File: config.mk
export PLATFORM = sky130hd
export DESIGN_NAME = sido_rail_monitor
export DESIGN_NICKNAME = d
export VERILOG_FILES = /design/src/rtl/sido_rail_monitor_pkg.sv /design/src/rtl/sido_rail_channel.sv /design/src/rtl/sido_rail_monitor.sv
export SDC_FILE = /design/constraint.sdc
export NUM_CORES = 1
export LEC_CHECK = 0
export CAP_MARGIN = 30
export CORE_MARGIN = 2
export CORE_UTILIZATION = 50
export CTS_CLUSTER_SIZE = 25
export DETAILED_ROUTE_END_ITERATION = 6
export PLACE_DENSITY = 0.73
export SLEW_MARGIN = 20
export SYNTH_ARGS = -nofsm -noshare
export SYNTH_HDL_FRONTEND = slang
export SYNTH_HIERARCHICAL = 1
export SYNTH_SLANG_ARGS = --single-unit
File: constraint.sdc
create_clock -name clk -period 3.97 [get_ports clk]
set_input_delay 1.191 -clock clk [delete_from_list [all_inputs] [get_ports clk]]
set_output_delay 1.191 -clock clk [all_outputs]
set_load 0.01 [all_outputs]
File: src/rtl/sido_rail_monitor_pkg.sv
// Shared types and constants for the SIDO rail monitor (package sido_pkg).
// Build option: define SIDO_MON_AVG_EN to enable the 4-sample moving average.
package sido_pkg;

    typedef enum logic [1:0] {
        NORMAL    = 2'd0,
        REQUEST   = 2'd1,
        EMERGENCY = 2'd2,
        STALE     = 2'd3
    } rail_state_e;

    localparam int unsigned ADC_W = 12;
    localparam int unsigned ERR_W = 13;
    localparam int unsigned WD_W  = 10;
    localparam int unsigned CNT_W = 3;

    localparam logic RAIL_3V3 = 1'b0;
    localparam logic RAIL_5V  = 1'b1;

    localparam logic [ADC_W-1:0] REF_3V3 = 12'd2048;
    localparam logic [ADC_W-1:0] REF_5V  = 12'd3103;

    localparam logic signed [ERR_W-1:0] REQ_ON   = 13'sd20;
    localparam logic signed [ERR_W-1:0] REQ_OFF  = 13'sd5;
    localparam logic signed [ERR_W-1:0] EMERG_TH = 13'sd150;

    localparam logic [CNT_W-1:0] EMERG_CNT = 3'd3;
    localparam logic [WD_W-1:0]  TIMEOUT   = 10'd1023;

endpackage

File: src/rtl/sido_rail_channel.sv
// One rail of the monitor: optional moving average, error vs REF, request FSM and watchdog.
// Build option: SIDO_MON_AVG_EN selects the averaged path; otherwise the raw sample is used.
module sido_rail_channel
    import sido_pkg::*;
#(
    parameter logic [ADC_W-1:0] REF = 12'd2048
) (
    input  logic                    clk,
    input  logic                    reset_n,
    input  logic                    sample_valid,
    input  logic [ADC_W-1:0]        sample_data,
    output logic signed [ERR_W-1:0] error,
    output logic                    request,
    output logic                    emergency,
    output logic                    stale
);

    logic [ADC_W-1:0] filtered;

`ifdef SIDO_MON_AVG_EN
    logic [ADC_W-1:0] hist_q [4];
    logic [ADC_W-1:0] hist_d [4];
    logic [13:0]      sum_q, sum_d;

    always_comb begin
        hist_d = hist_q;
        sum_d  = sum_q;
        if (sample_valid) begin
            sum_d     = sum_q - {2'b00, hist_q[3]} + {2'b00, sample_data};
            hist_d[0] = sample_data;
            for (int unsigned i = 1; i < 4; i++) begin
                hist_d[i] = hist_q[i-1];
            end
        end
    end

    // Filtered value uses the updated sum so the new sample counts this cycle.
    assign filtered = sum_d[13:2];

    always_ff @(posedge clk or negedge reset_n) begin
        if (!reset_n) begin
            for (int unsigned i = 0; i < 4; i++) begin
                hist_q[i] <= REF;
            end
            sum_q <= {REF, 2'b00};
        end else begin
            hist_q <= hist_d;
            sum_q  <= sum_d;
        end
    end
`else
    assign filtered = sample_data;
`endif

    logic signed [ERR_W-1:0] err_new;
    assign err_new = signed'({1'b0, REF}) - signed'({1'b0, filtered});

    rail_state_e             state_q, state_d;
    logic [CNT_W-1:0]        emerg_cnt_q, emerg_cnt_d;
    logic [WD_W-1:0]         wd_q, wd_d;
    logic signed [ERR_W-1:0] error_q, error_d;
    logic                    request_q, request_d;
    logic                    emergency_q, emergency_d;
    logic                    stale_q, stale_d;

    rail_state_e      base_state;
    logic [CNT_W-1:0] base_cnt;

    always_comb begin
        state_d     = state_q;
        emerg_cnt_d = emerg_cnt_q;
        wd_d        = wd_q;
        error_d     = error_q;
        base_state  = state_q;
        base_cnt    = emerg_cnt_q;

        if (sample_valid) begin
            error_d = err_new;
            wd_d    = '0;
            // A stale rail restarts from NORMAL with a fresh emergency run.
            if (state_q == STALE) begin
                base_state = NORMAL;
                base_cnt   = '0;
            end
            if (err_new >= EMERG_TH) begin
                emerg_cnt_d = (base_cnt == EMERG_CNT) ? EMERG_CNT : base_cnt + 1'b1;
            end else begin
                emerg_cnt_d = '0;
            end

            state_d = base_state;
            case (base_state)
                NORMAL:    if (err_new >= REQ_ON) state_d = REQUEST;
                REQUEST:   if (err_new <= REQ_OFF) state_d = NORMAL;
                EMERGENCY: begin
                    if (err_new <= REQ_OFF)       state_d = NORMAL;
                    else if (err_new < EMERG_TH)  state_d = REQUEST;
                end
                default:   state_d = NORMAL;
            endcase
            if (emerg_cnt_d == EMERG_CNT) begin
                state_d = EMERGENCY;
            end
        end else begin
            wd_d = (wd_q == TIMEOUT) ? wd_q : wd_q + 1'b1;
            if (wd_d == TIMEOUT) begin
                state_d = STALE;
            end
        end

        request_d   = (state_d == REQUEST) || (state_d == EMERGENCY);
        emergency_d = (state_d == EMERGENCY);
        stale_d     = (state_d == STALE);
    end

    always_ff @(posedge clk or negedge reset_n) begin
        if (!reset_n) begin
            state_q     <= NORMAL;
            emerg_cnt_q <= '0;
            wd_q        <= '0;
            error_q     <= '0;
            request_q   <= 1'b0;
            emergency_q <= 1'b0;
            stale_q     <= 1'b0;
        end else begin
            state_q     <= state_d;
            emerg_cnt_q <= emerg_cnt_d;
            wd_q        <= wd_d;
            error_q     <= error_d;
            request_q   <= request_d;
            emergency_q <= emergency_d;
            stale_q     <= stale_d;
        end
    end

    assign error     = error_q;
    assign request   = request_q;
    assign emergency = emergency_q;
    assign stale     = stale_q;

endmodule

File: src/rtl/sido_rail_monitor.sv
// Top of the SIDO rail monitor: demuxes ADC samples to the 3.3 V and 5 V rail channels.
// Build option: SIDO_MON_AVG_EN enables per-rail 4-sample moving average.
module sido_rail_monitor
    import sido_pkg::*;
(
    input  logic                    clk,
    input  logic                    reset_n,
    input  logic                    adc_valid,
    input  logic                    adc_ch,
    input  logic [ADC_W-1:0]        adc_data,
    output logic signed [ERR_W-1:0] error_3v3,
    output logic signed [ERR_W-1:0] error_5v,
    output logic                    request_3V3,
    output logic                    request_5V,
    output logic                    emergency_3v3,
    output logic                    emergency_5v,
    output logic                    stale_3v3,
    output logic                    stale_5v
);

    logic valid_3v3;
    logic valid_5v;

    assign valid_3v3 = adc_valid && (adc_ch == RAIL_3V3);
    assign valid_5v  = adc_valid && (adc_ch == RAIL_5V);

    sido_rail_channel #(.REF(REF_3V3)) u_rail_3v3 (
        .clk          (clk),
        .reset_n      (reset_n),
        .sample_valid (valid_3v3),
        .sample_data  (adc_data),
        .error        (error_3v3),
        .request      (request_3V3),
        .emergency    (emergency_3v3),
        .stale        (stale_3v3)
    );

    sido_rail_channel #(.REF(REF_5V)) u_rail_5v (
        .clk          (clk),
        .reset_n      (reset_n),
        .sample_valid (valid_5v),
        .sample_data  (adc_data),
        .error        (error_5v),
        .request      (request_5V),
        .emergency    (emergency_5v),
        .stale        (stale_5v)
    );

endmodule

After elaboration in Yosys (flattened, before gate mapping)
Cells that the tools add are included.
{"block": "totals", "regBits": 62, "latchBits": 0, "ram_bits": 0, "romBits": 0, "input_bits": 16, "output_inout_bits": 32, "mem_count": 0}
{"block": "op_classes", "add_sub_neg": 6, "multipliers": 0, "div_mod_pow": 0, "n_lt_le_gt_ge": 8, "eq_ne": 20, "n_shift": 0, "mux": 34, "n_bitwise": 1, "n_reduce_logical": 6}
{"op": "equality test 10 bit (second input constant)", "n": 4}
{"op": "two-way mux 10 bit", "n": 4}
{"op": "two-way mux 2 bit", "n": 18}
{"op": "two-way mux 3 bit", "n": 10}
{"op": "greater-or-equal comparator 13 x 6 -> 1 bit (second input constant)", "n": 2}
{"op": "greater-or-equal comparator 13 x 9 -> 1 bit (second input constant)", "n": 2}
{"op": "less-or-equal comparator 13 x 4 -> 1 bit (second input constant)", "n": 2}
{"op": "< comparator 13 x 9 -> 1 bit (second input constant)", "n": 2}
{"op": "subtractor 12 x 12 -> 13 bit (first input constant)", "n": 2}
{"op": "adder 10 x 1 -> 10 bit (second input constant)", "n": 2}
{"op": "equality test 2 bit (second input constant)", "n": 8}
{"op": "equality test 3 x 2 -> 1 bit (second input constant)", "n": 4}
{"op": "one-hot mux 2 bit (3 select lines)", "n": 2}
{"op": "equality test 2 x 1 -> 1 bit (second input constant)", "n": 4}
{"op": "adder 3 x 1 -> 3 bit (second input constant)", "n": 2}
{"op": "zero test 2 bit", "n": 2}
{"op": "logical AND 1 bit", "n": 2}
{"op": "logical OR 1 bit", "n": 2}
{"op": "inverter 1 bit", "n": 1}

Longest topological paths before layout
Gate-level depths: netlist (run 1).
{"block": "logic_depth", "depth_word": 12, "mapped_depth": 13, "depth_no_buf": 12}

Modules after synthesis
The synthesis (run 1) kept the hierarchy.
{"module": "sido_rail_channel (u_rail_3v3)", "instances": 1, "cells_each": 248, "area_per_inst_um2": 2155.8}
{"module": "sido_rail_channel (u_rail_5v)", "instances": 1, "cells_each": 203, "area_per_inst_um2": 1928.1}
{"module": "sido_rail_monitor", "instances": 1, "cells_each": 2, "area_per_inst_um2": 16.3}

Worst setup path before layout (run 1)
OpenSTA, ideal clock, no wires.
{"block": "synth_path", "path_type": "input port to flip-flop", "startpoint": "input port adc_data[2]", "endpoint": "register u_rail_3v3.request_q (netlist: u_rail_3v3/request)", "setup_time_ps": 113, "t_arrival_ps": 4102, "required_time_ps": 3857, "path_slack_ps": -245, "stages": 11, "n_path_buf": 2, "cell_sequence": "buf_6 > or4_1 > buf_2 > or4b_1 > o211a_1 > o21a_1 > or4_1 > and4_4 > a211o_1 > ha_1 > inv_1"}
{"block": "synth_via", "elab_chain_len": 9, "word_cells_on_any_way": 18}
{"item": "start: declaration", "line_no": "sido_rail_monitor.sv:10", "text": "input logic [ADC_W-1:0] adc_data,"}
{"item": "subtractor 12 x 12 -> 13 bit (*)", "line_no": "sido_rail_channel.sv:56", "text": "assign err_new = signed'({1'b0, REF}) - signed'({1'b0, filtered});"}
{"item": "< comparator 13 x 9 -> 1 bit or greater-or-equal comparator 13 x 9 -> 1 bit (tied branches)", "line_no": "sido_rail_channel.sv:97, sido_rail_channel.sv:85"}
{"item": "two-way mux 2 bit or two-way mux 3 bit (tied branches)", "line_no": "sido_rail_channel.sv:97, sido_rail_channel.sv:85"}
{"item": "two-way mux 2 bit or two-way mux 3 bit (tied branches)", "line_no": "sido_rail_channel.sv:96, sido_rail_channel.sv:77"}
{"item": "one-hot mux 2 bit (3 select lines) or equality test 3 x 2 -> 1 bit (tied branches)", "line_no": "sido_rail_channel.sv:92, sido_rail_channel.sv:101"}
{"item": "two-way mux 2 bit (*)", "line_no": "sido_rail_channel.sv:101", "text": "if (emerg_cnt_d == EMERG_CNT) begin"}
{"item": "two-way mux 2 bit (*)", "line_no": "sido_rail_channel.sv:77", "text": "if (sample_valid) begin"}
{"item": "equality test 2 x 1 -> 1 bit or equality test 2 bit (tied branches)", "line_no": "sido_rail_channel.sv:111", "text": "request_d = (state_d == REQUEST) || (state_d == EMERGENCY);"}
{"item": "logical OR 1 bit (*)", "line_no": "sido_rail_channel.sv:111"}
{"item": "named net u_rail_3v3.request_d", "line_no": "sido_rail_channel.sv:62", "text": "logic request_q, request_d;"}
{"item": "end signal: assignment", "line_no": "sido_rail_channel.sv:130", "text": "request_q <= request_d;"}
{"item": "end: declaration", "line_no": "sido_rail_channel.sv:62"}
Mark *: on every way through the listed nets, which the timed path passes. The rest lies on a longest branch. The select of a mux whose other input is x is not followed.
A chain may end at the register's enable or synchronous reset.

Worst setup path in the final report (run 1)
{"block": "layout_path", "startpoint": "input port adc_data[0]", "endpoint": "register u_rail_3v3.request_q (netlist: u_rail_3v3/request)"}
Same word-level chain as after synthesis.

==> results of run 1 <==
==> layer usage <==
metal	routed length (um)	vias to the layer above	track usage, %	part of all wire [%]
li1	-	1808	-	-
met1	4520	1798	31.6	46
met2	4790	111	36.6	48
met3	491	8	4.55	5.0
met4	91	0	6.64	0.92
met5	0	-	0	0
==> layout by cell type (no fill, tap or decap), types with 11 or more instances in the layout <==
master           netlist  final
nor2_1                39     39
ha_1                  15     15
xnor2_1               11     11
nand3_1               20     20
mux2_2                15     15
a21oi_1               20     20
o21ai_0               22     22
dfrtp_1               62     62
buf_4                  1     44
clkdlybuf4s50_1        0     43
nand2_1               39     39
inv_1                 23     23
==> final cells by class <==
class	count	area [um^2]
Fill cell	692	2900
Multi-Input combinational cell	343	2370
Sequential cell	62	1550
Timing Repair Buffer	93	826
Tap cell	105	131
Clock buffer	9	124
Clock inverter	7	98.8
Inverter	24	90.1
==> repair_timing <==
action | in CTS | in global routing
gates resized for setup | 3 | 8
endpoints found under the setup margin | 2 | 2
setup buffers | 0 | 3
pin swaps | 1 | 6
cloned | 0 | 0
==> power groups by stage <==
stage	logic, mW	registers [mW]	clock network [mW]
final	0.768	0.866	0.624
after global routing	0.858	0.886	0.675
after CTS	0.767	0.866	0.640
after detailed placement	0.758	0.877	0
after global placement	0.734	0.871	0
after floorplan	0.459	0.869	0
==> metrics by stage <==
stage	total power, mW	util, %	area (um^2)	setup TNS (ns)	std cells
after global placement	1.60	60.5	4900	-1.17	624
after global routing	2.42	64.2	5190	-0.000111	643
final	2.26	64.2	5190	0	643
after detailed placement	1.63	60.5	4900	-1.39	624
after CTS	2.27	63.5	5140	0	640
after floorplan	1.33	-	4110	-0.0465	453
==> cell families after synthesis <==
family	synth area share, %
AND/OR/NAND/NOR	23.5
AO/OA/AOI/OAI	19.1
flip-flops	37.8
buffers and inverters	5.31
multiplexers	5.83
XOR/XNOR	3.84
adder cells (fa/ha/maj)	4.58
==> critical path: stages <==
cell and delay, ns:
clkdlybuf4s50_1 0.45, or4_4 0.43, or4b_1 0.51, o211a_1 0.28, o21a_1 0.21, or4_1 0.40, and4_4 0.16, a211o_1 0.23
ha_1 0.27, inv_1 0.03
==> sequential cells by signal, summed over array words and instances, names as in the netlist, 2 cells and up <==
register,flops
u_rail_3v3/error,13
u_rail_5v/error,13
u_rail_3v3/wd_q,10
u_rail_5v/wd_q,10
u_rail_3v3/emerg_cnt_q,3
u_rail_5v/emerg_cnt_q,3
u_rail_3v3/state_q,2
u_rail_5v/state_q,2
==> worst paths after layout <==
path | start | end
worst max-delay path | adc_data[0] | u_rail_3v3/request$_DFF_PN0_
worst min-delay path | u_rail_3v3/emerg_cnt_q[1]$_DFFE_PN0P_ | u_rail_3v3/emerg_cnt_q[1]$_DFFE_PN0P_
worst max register to register | u_rail_3v3/wd_q[0]$_DFF_PN0_ | u_rail_3v3/request$_DFF_PN0_
worst min register to register | u_rail_3v3/emerg_cnt_q[1]$_DFFE_PN0P_ | u_rail_3v3/emerg_cnt_q[1]$_DFFE_PN0P_
max in group asynchronous | reset_n | u_rail_5v/error[5]$_DFFE_PN0P_
min in group asynchronous | reset_n | u_rail_3v3/error[12]$_DFFE_PN0P_
==> metrics.txt, run 1 <==
status finished, final reports clean; die height 94.6 um; Residual DRC 0; Reg clk slew, reported paths 0.08 ns; Post-Synthesis Cells 453; most frequent cell after synthesis dfrtp_1; critical path endpoint category flip-flop; Slew headroom 59.1%; Final Cycle Share 98.4%; max_cap viols 0; Worst EP arrival 4.15 ns; Longest Clk Path Bufs 2; Synthesis Warnings 6; combinational share of power 34.0%; CP Max Fanout 3; Tot GR Track Use 22.9%; TritonCTS clock tree built; #FFs+latches synth 62; final max-slew violation count 0; Area growth syn-to-layout 26.7%; Startpoint Class input pin; dpl hpwl 7010 um; CP required 4.22 ns; Synth Area per Inst 9.05 um^2; vias in the first global route 3538; initial core utilization 50.7%; Die ar. 8940 um^2; row count 33; Root Buffer clkbuf_8; P per Cell Area 435 nW/um^2; Yosys top cell area share 37.8%; hold path depth 2; VDD IR-drop max 0.000222 V; core box area 8090 um^2; setup violators final 0; synth top area cells dfrtp_1, ha_1, mux2_2, nand2_1, nor2_1; vias per cell 5.79; post-layout net count 564; routed len/inst 15.4 um; Pint 1.50 mW; number of CTS-inserted buffers 9; Clk pwr share 27.6%; clk_lat worst skew 0.34 ns; synth cell count leaders dfrtp_1, nand2_1, nor2_1; Worst Hold Class reg2reg; DRT antenna net count 0; Starting DRT DRC Count 184; leak pwr 2.24 nW; diode count 0; critical path type in2reg; Period minus WS final 3.91 ns; Final Hold Viols 0; RePlAce Congestion 0.867; clk_skew 0.00680 ns; Hold Slack 0.476 ns; Net Sw Frac 33.6%; DRT Pass-1 Iters 5; fraction of registers with async set/reset 100%; # port buffers 47; Die X 94.6 um; Synth Flop Type dfrtp_1; CTS sink cnt 62; initial antenna violation count 0; P_sw 0.758 mW; FF-to-FF path depth 11; Max Clk Rate 256 MHz; Flop pwr share 38.4%; reg2reg setup slack 0.68 ns; top-level I/O count 48; Post-Syn Area 4100 um^2; final wirelength 9890 um; layout cells sized above 1 18.6%; PnR worst setup slack 0.0638 ns; Seq/Total Area, Yosys 37.8%; largest net degree at the start of global routing 41; GRT Residual Overflow 0; Yosys cell types 74; post-synth net total 484; hold-fix buffers at CTS 0; Post-synth EDFFs 0; Post-Place Worst Slack -0.374 ns; first-pass GRT wire length 16400 um; Worst Tran Pin Value 0.610 ns; htree depth 3; vias after detailed routing 3725; post-synth top area cell dfrtp_1
Note: power is estimated with default switching activity, not from simulation.
==> inputs of run 2 (changes only) <==
--- a/config.mk
+++ b/config.mk
@@ -14,5 +14,4 @@
 export SLEW_MARGIN = 20
 export SYNTH_ARGS = -nofsm -noshare
 export SYNTH_HDL_FRONTEND = slang
-export SYNTH_HIERARCHICAL = 1
 export SYNTH_SLANG_ARGS = --single-unit
==> run 2 against run 1 <==
Against the previous run: core utilization up 0.93 points; hold slack better by 0.0035 ns; sequential power down 0.8%; flip-flop and latch count unchanged; critical path depth up 3; first-iteration DRC count up 32%; critical path type unchanged; highest routed layer unchanged.
==> metrics.txt, run 2 <==
top-level I/O count 48 (unchanged); Root Buffer clkbuf_8; CP peak stage delay 0.50 ns (about the same); post-synth top area cell dfrtp_1; Synth Area per Inst 8.41 um^2 (-7.1%); Longest Clk Path Bufs 2 (unchanged); Worst Tran Pin Value 0.840 ns (+0.230 ns); fin area 5000 um^2 (-3.6%); Post-Synth Simple-Gate Area 22.9% (-0.60 points); Reg clk slew, reported paths 0.08 ns (about the same); GRT Residual Overflow 0 (unchanged); largest family of logic cells by synthesized area simple AND/OR/NAND/NOR gates; RSZ-0062 raised after global routing true; largest net degree at the start of global routing 39 (-4.9%); combinational share of power 32.4% (-1.6 points); clk_skew 0.00689 ns (+0.0000935 ns); synth top area cells dfrtp_1, ha_1, nand2_1, o21ai_0, a21oi_1; most frequent cell after synthesis nand2_1; CP delay by family, top simple AND/OR/NAND/NOR gates; most frequent cells in the layout nand2_1, dfrtp_1, clkdlybuf4s50_1; Die ar. 8580 um^2 (-4.0%); post-synthesis adder-cell area fraction 6.94% (+2.4 points); Final Hold Viols 0 (unchanged); Yosys cell types 66 (-11%); routed len/inst 14.8 um (-4.0%); Startpoint Class input pin; number of CTS-inserted buffers 9 (unchanged); commonest non-fill, non-tap cell in the layout nand2_1; RePlAce Congestion 0.893 (+3.0%); XOR/XNOR Fraction of Synth Area 4.65% (+0.80 points); critical path endpoint category flip-flop; row count 32 (-3.0%); fraction of registers with async set/reset 100% (unchanged); hold-fix buffers at CTS 0 (unchanged); area occupied by registers 1550 um^2 (unchanged); CP Max Fanout 4 (+1); final max-slew violation count 0 (unchanged); area occupied by multi-input gates 2200 um^2 (-7.4%); Worst EP arrival 4.16 ns (about the same); dpl hpwl 6780 um (-3.3%); Synth Area in Compound Gates 20.4% (+1.4 points); Worst Path Buf+Inv 3 (+1); Seq/Total Area, Yosys 39.5% (+1.7 points); status finished, final reports clean; final wirelength 9510 um (-3.8%); Die X 92.6 um (-2.0%); diode count 0 (unchanged); Post-Synthesis Cells 467 (+3.1%); htree depth 3 (unchanged); max_cap viols 0 (unchanged); Final Non-Filler Cells 644 (+0.16%); vias after detailed routing 3590 (-3.6%); P_sw 0.783 mW (+3.3%); CP required 4.26 ns (+0.04 ns); #FFs+latches synth 62 (unchanged); PnR worst setup slack 0.104 ns (+0.0404 ns); Post-Place Worst Slack -0.307 ns (+0.0661 ns); post-route setup TNS 0 ns (unchanged); vias in the first global route 3437 (-2.9%); first-pass GRT wire length 16000 um (-2.4%); vias per cell 5.57 (-3.8%); Area after DPL 4710 um^2 (-3.8%); initial antenna violation count 0 (unchanged); core box area 7690 um^2 (-5.0%); Post-Syn Area 3930 um^2 (-4.2%); P per Cell Area 480 nW/um^2 (+10%); Max Clk Rate 259 MHz (+1.0%); Placed Cells 628 (+0.64%); Yosys top cell area share 39.5% (+1.7 points); Worst Hold Class reg2reg; CP max-delay cell or4b_4; Period minus WS final 3.87 ns (-0.0404 ns); initial core utilization 51.1% (+0.44 points); leak pwr 2.19 nW (-2.2%); Pint 1.62 mW (+7.9%); Post-synth EDFFs 0 (unchanged); DRT antenna net count 0 (unchanged); Final Util 65.1% (+0.93 points); die height 92.6 um (-2.0%); Clk pwr share 31.8% (+4.2 points); Synth Flop Type dfrtp_1; setup violators final 0 (unchanged); CTS sink cnt 62 (unchanged); PnR Total Power 2.40 mW (+6.3%); critical path type in2reg; Net Sw Frac 32.6% (-0.96 points); Final Cycle Share 97.4% (-1.0 points); post-synth net total 504 (+4.1%); TritonCTS clock tree built; # port buffers 47 (unchanged); Synthesis Warnings 0 (-6); Setup Fix Bufs, Post-CTS 0 (unchanged); Area growth syn-to-layout 27.4%; most frequent CP cell inv_1; post-layout net count 574 (+1.8%); Critical Path, Cell by Cell clkdlybuf4s50_1 -> inv_1 -> ha_2 -> or4b_4 -> or2_4 -> xor2_2 -> o311a_1 -> o21ai_2 -> nand2_2 -> or2_1 -> a21oi_2 -> ha_1 -> inv_1; synth cell count leaders nand2_1, dfrtp_1, o21ai_0; VDD IR-drop max 0.000339 V (+53%); fill count 640 (-7.5%); mux share of post-synthesis cell area 0.255% (-5.6 points); Starting DRT DRC Count 243 (+32%); clk_lat worst skew 0.35 ns (about the same); Residual DRC 0 (unchanged); layout cells sized above 1 13.7% (-4.9 points); DRT Pass-1 Iters 5 (unchanged); Tot GR Track Use 23.2% (+0.27 points); Hold Slack 0.479 ns (+0.00349 ns); Slew headroom 44.0% (-15 points); Post-CTS Resized 0 (-3); Flop pwr share 35.8% (-2.6 points)
## run 2: area by class of cell
type | count | area share (%)
clock inverters | 7 | 2.90
repair buffers | 88 | 15.5
flip-flops and latches | 62 | 31.0
inverters | 23 | 1.73
clock buffers | 9 | 2.48
well taps | 102 | 2.55
multi-input cells | 353 | 43.9
## run 2: logic make-up after synthesis
kind of cell | after synthesis
compound gates | 125
xor+xnor | 20
fa+ha+maj | 22
buf+inv | 52
flops | 62
mux | 1
simple gates | 185
## run 2: worst min-delay path: stages (launching register included)
cell and delay (ns):
dfrtp_1 0.35, nand2_1 0.04, o21ai_0 0.06
## run 2: path summary, 6_finish.rpt
kind                                           startpoint  slack, ns  cells after the start                              end
max in group asynchronous                         reset_n       2.18                      2  u_rail_3v3.error[8]$_DFFE_PN0P_
min                        u_rail_5v.error[2]$_DFFE_PN0P_       0.48                      2   u_rail_5v.error[2]$_DFFE_PN0P_
min in group asynchronous                         reset_n       0.93                      1   u_rail_5v.error[3]$_DFFE_PN0P_
max                                           adc_data[0]       0.10                     13     u_rail_3v3.request$_DFF_PN0_
max reg2reg                   u_rail_5v.wd_q[3]$_DFF_PN0_       1.10                      9      u_rail_5v.request$_DFF_PN0_
min reg2reg                u_rail_5v.error[2]$_DFFE_PN0P_       0.48                      2   u_rail_5v.error[2]$_DFFE_PN0P_
## run 2: power by group through the flow
stage | combinational, mW | clock [mW] | sequential, mW
finish | 0.777 | 0.764 | 0.859
detailed placement | 0.760 | 0 | 0.870
floorplan | 0.439 | 0 | 0.882
CTS | 0.768 | 0.766 | 0.859
global placement | 0.735 | 0 | 0.866
global route | 0.871 | 0.798 | 0.879
## run 2: layer usage
layer / global-route usage [%] / vias up / routed length [um]
met5: 0 / - / 0
met4: 7.11 / 0 / 104
met3: 4.88 / 14 / 505
met2: 36.4 / 91 / 4540
met1: 32.3 / 1697 / 4360
li1: - / 1788 / -
==> inputs of run 3 (changes only) <==
--- a/config.mk
+++ b/config.mk
@@ -5,12 +5,11 @@
 export SDC_FILE = /design/constraint.sdc
 export NUM_CORES = 1
 export LEC_CHECK = 0
-export CAP_MARGIN = 30
 export CORE_MARGIN = 2
-export CORE_UTILIZATION = 50
+export CORE_UTILIZATION = 56
 export CTS_CLUSTER_SIZE = 25
 export DETAILED_ROUTE_END_ITERATION = 6
-export PLACE_DENSITY = 0.73
+export PLACE_DENSITY = 0.8
 export SLEW_MARGIN = 20
 export SYNTH_ARGS = -nofsm -noshare
 export SYNTH_HDL_FRONTEND = slang
==> run 3 against run 2 <==
Against the previous run: clock-buffer cell count grew 4; critical path depth is 1 higher; flip-flop and latch count stayed put; power down 8.1%; hold slack got worse by 0.0033 ns; first-iteration DRC count is 16% lower; die area decreased by 10%; critical endpoint unchanged; largest power group unchanged; highest routed layer unchanged.
==> metrics.txt, run 3 (synthesis gave the netlist of run 2 again) <==
max_cap viols 0 (unchanged); DRT Pass-1 Iters 5 (unchanged); Clk pwr share 25.7% (-6.1 points); PnR Total Power 2.21 mW (-8.1%); commonest non-fill, non-tap cell in the layout nand2_1; row count 30 (-6.3%); PnR worst setup slack 0.0762 ns (-0.0279 ns); Worst EP arrival 4.17 ns (about the same); vias per cell 5.76 (+3.3%); Net Sw Frac 34.1% (+1.5 points); most frequent cells in the layout nand2_1, dfrtp_1, clkdlybuf4s50_1; Flop pwr share 38.9% (+3.1 points); fin area 4900 um^2 (-2.1%); P per Cell Area 450 nW/um^2 (-6.2%); clk_skew 0.0106 ns (+0.00366 ns); initial antenna violation count 0 (unchanged); VDD IR-drop max 0.000327 V (-3.5%); Die X 87.8 um (-5.3%); core box area 6790 um^2 (-12%); Post-Place Worst Slack -0.200 ns (+0.108 ns); Area after DPL 4670 um^2 (-0.80%); number of CTS-inserted buffers 9 (unchanged); die height 87.8 um (-5.3%); fill count 511 (-20%); Worst Tran Pin Value 0.777 ns (-0.0632 ns); Tot GR Track Use 25.3% (+2.1 points); Period minus WS final 3.89 ns (+0.0279 ns); Residual DRC 0 (unchanged); htree depth 3 (unchanged); layout cells sized above 1 13.0% (-0.64 points); leak pwr 2.15 nW (-2.2%); Max Clk Rate 257 MHz (-0.72%); Final Hold Viols 0 (unchanged); Final Cycle Share 98.1% (+0.70 points); Final Non-Filler Cells 634 (-1.6%); Starting DRT DRC Count 205 (-16%); Startpoint Class input pin; RePlAce Congestion 0.875 (-2.0%); status finished, final reports clean; Placed Cells 618 (-1.6%); post-route setup TNS 0 ns (unchanged); CP Max Fanout 4 (unchanged); TritonCTS clock tree built; combinational share of power 35.3% (+2.9 points); top-level I/O count 48 (unchanged); Area growth syn-to-layout 24.8%; Worst Hold Class reg2reg; CTS sink cnt 62 (unchanged); # port buffers 47 (unchanged); Setup Fix Bufs, Post-CTS 0 (unchanged); initial core utilization 57.8% (+6.7 points); GRT Residual Overflow 0 (unchanged); diode count 0 (unchanged); Slew headroom 48.2% (+4.2 points); final max-slew violation count 0 (unchanged); DRT antenna net count 0 (unchanged); Root Buffer clkbuf_8; Final Util 72.2% (+7.1 points); dpl hpwl 6650 um (-1.9%); setup violators final 0 (unchanged); vias after detailed routing 3651 (+1.7%); Reg clk slew, reported paths 0.06 ns (-0.02 ns); Hold Slack 0.476 ns (-0.00326 ns); P_sw 0.753 mW (-3.8%); post-layout net count 570 (-0.70%); CP required 4.25 ns (about the same); clk_lat worst skew 0.34 ns (about the same); critical path type in2reg; routed len/inst 14.5 um (-1.9%); largest net degree at the start of global routing 63 (+62%); Pint 1.45 mW (-10%); final wirelength 9190 um (-3.4%); first-pass GRT wire length 15400 um (-3.5%); critical path endpoint category flip-flop; Die ar. 7700 um^2 (-10%); Longest Clk Path Bufs 2 (unchanged); vias in the first global route 3465 (+0.81%)
## run 3: power groups by stage
stage               Sequential [mW]  Clock, mW  Combinational [mW]
floorplan                     0.882          0               0.439
global placement              0.865          0               0.724
detailed placement            0.871          0               0.754
CTS                           0.860      0.572               0.761
global route                  0.880      0.599               0.869
finish                        0.859      0.568               0.779
## run 3: metal layers
metal / global-route usage, % / up-vias / routed length (um)
li1: - / 1784 / -
met1: 32.9 / 1723 / 4080
met2: 41.7 / 121 / 4420
met3: 4.52 / 23 / 507
met4: 10.5 / 0 / 182
met5: 0 / - / 0
## run 3: path summary, 6_finish.rpt
path | from | endpoint | slack, ns | cells past startpoint
worst min register to register | u_rail_5v.error[0]$_DFFE_PN0P_ | u_rail_5v.error[0]$_DFFE_PN0P_ | 0.48 | 2
worst min-delay path | u_rail_5v.error[0]$_DFFE_PN0P_ | u_rail_5v.error[0]$_DFFE_PN0P_ | 0.48 | 2
max in group asynchronous | reset_n | u_rail_3v3.error[7]$_DFFE_PN0P_ | 2.44 | 2
min in group asynchronous | reset_n | u_rail_5v.error[4]$_DFFE_PN0P_ | 1.00 | 2
worst max register to register | u_rail_5v.wd_q[3]$_DFF_PN0_ | u_rail_5v.request$_DFF_PN0_ | 1.13 | 9
worst max-delay path | adc_data[0] | u_rail_3v3.request$_DFF_PN0_ | 0.08 | 14
## run 3: final cells by class
cell class              count  area (um^2)  area share (%)
multi-input cells         353         2200            44.9
flip-flops and latches     62         1550            31.6
repair buffers             84          743            15.2
clock buffers              13          159            3.24
well taps                  96          120            2.45
inverters                  23         86.3            1.76
clock inverters             3         42.5           0.868
## run 3: worst max-delay path, stage by stage
cell and delay (ns):
clkdlybuf4s50_1 0.42, inv_1 0.08, ha_2 0.19, or4b_4 0.48, or2_4 0.26, xor2_2 0.17, o31ai_2 0.25, buf_4 0.16
nand3_1 0.06, o21ai_0 0.28, o22ai_2 0.14, a41oi_2 0.19, ha_1 0.25, inv_1 0.05
## run 3: what timing repair did
action	in CTS	in global routing
gates resized for setup	0	6
hold buffers	0	0
setup endpoints to repair	0	5
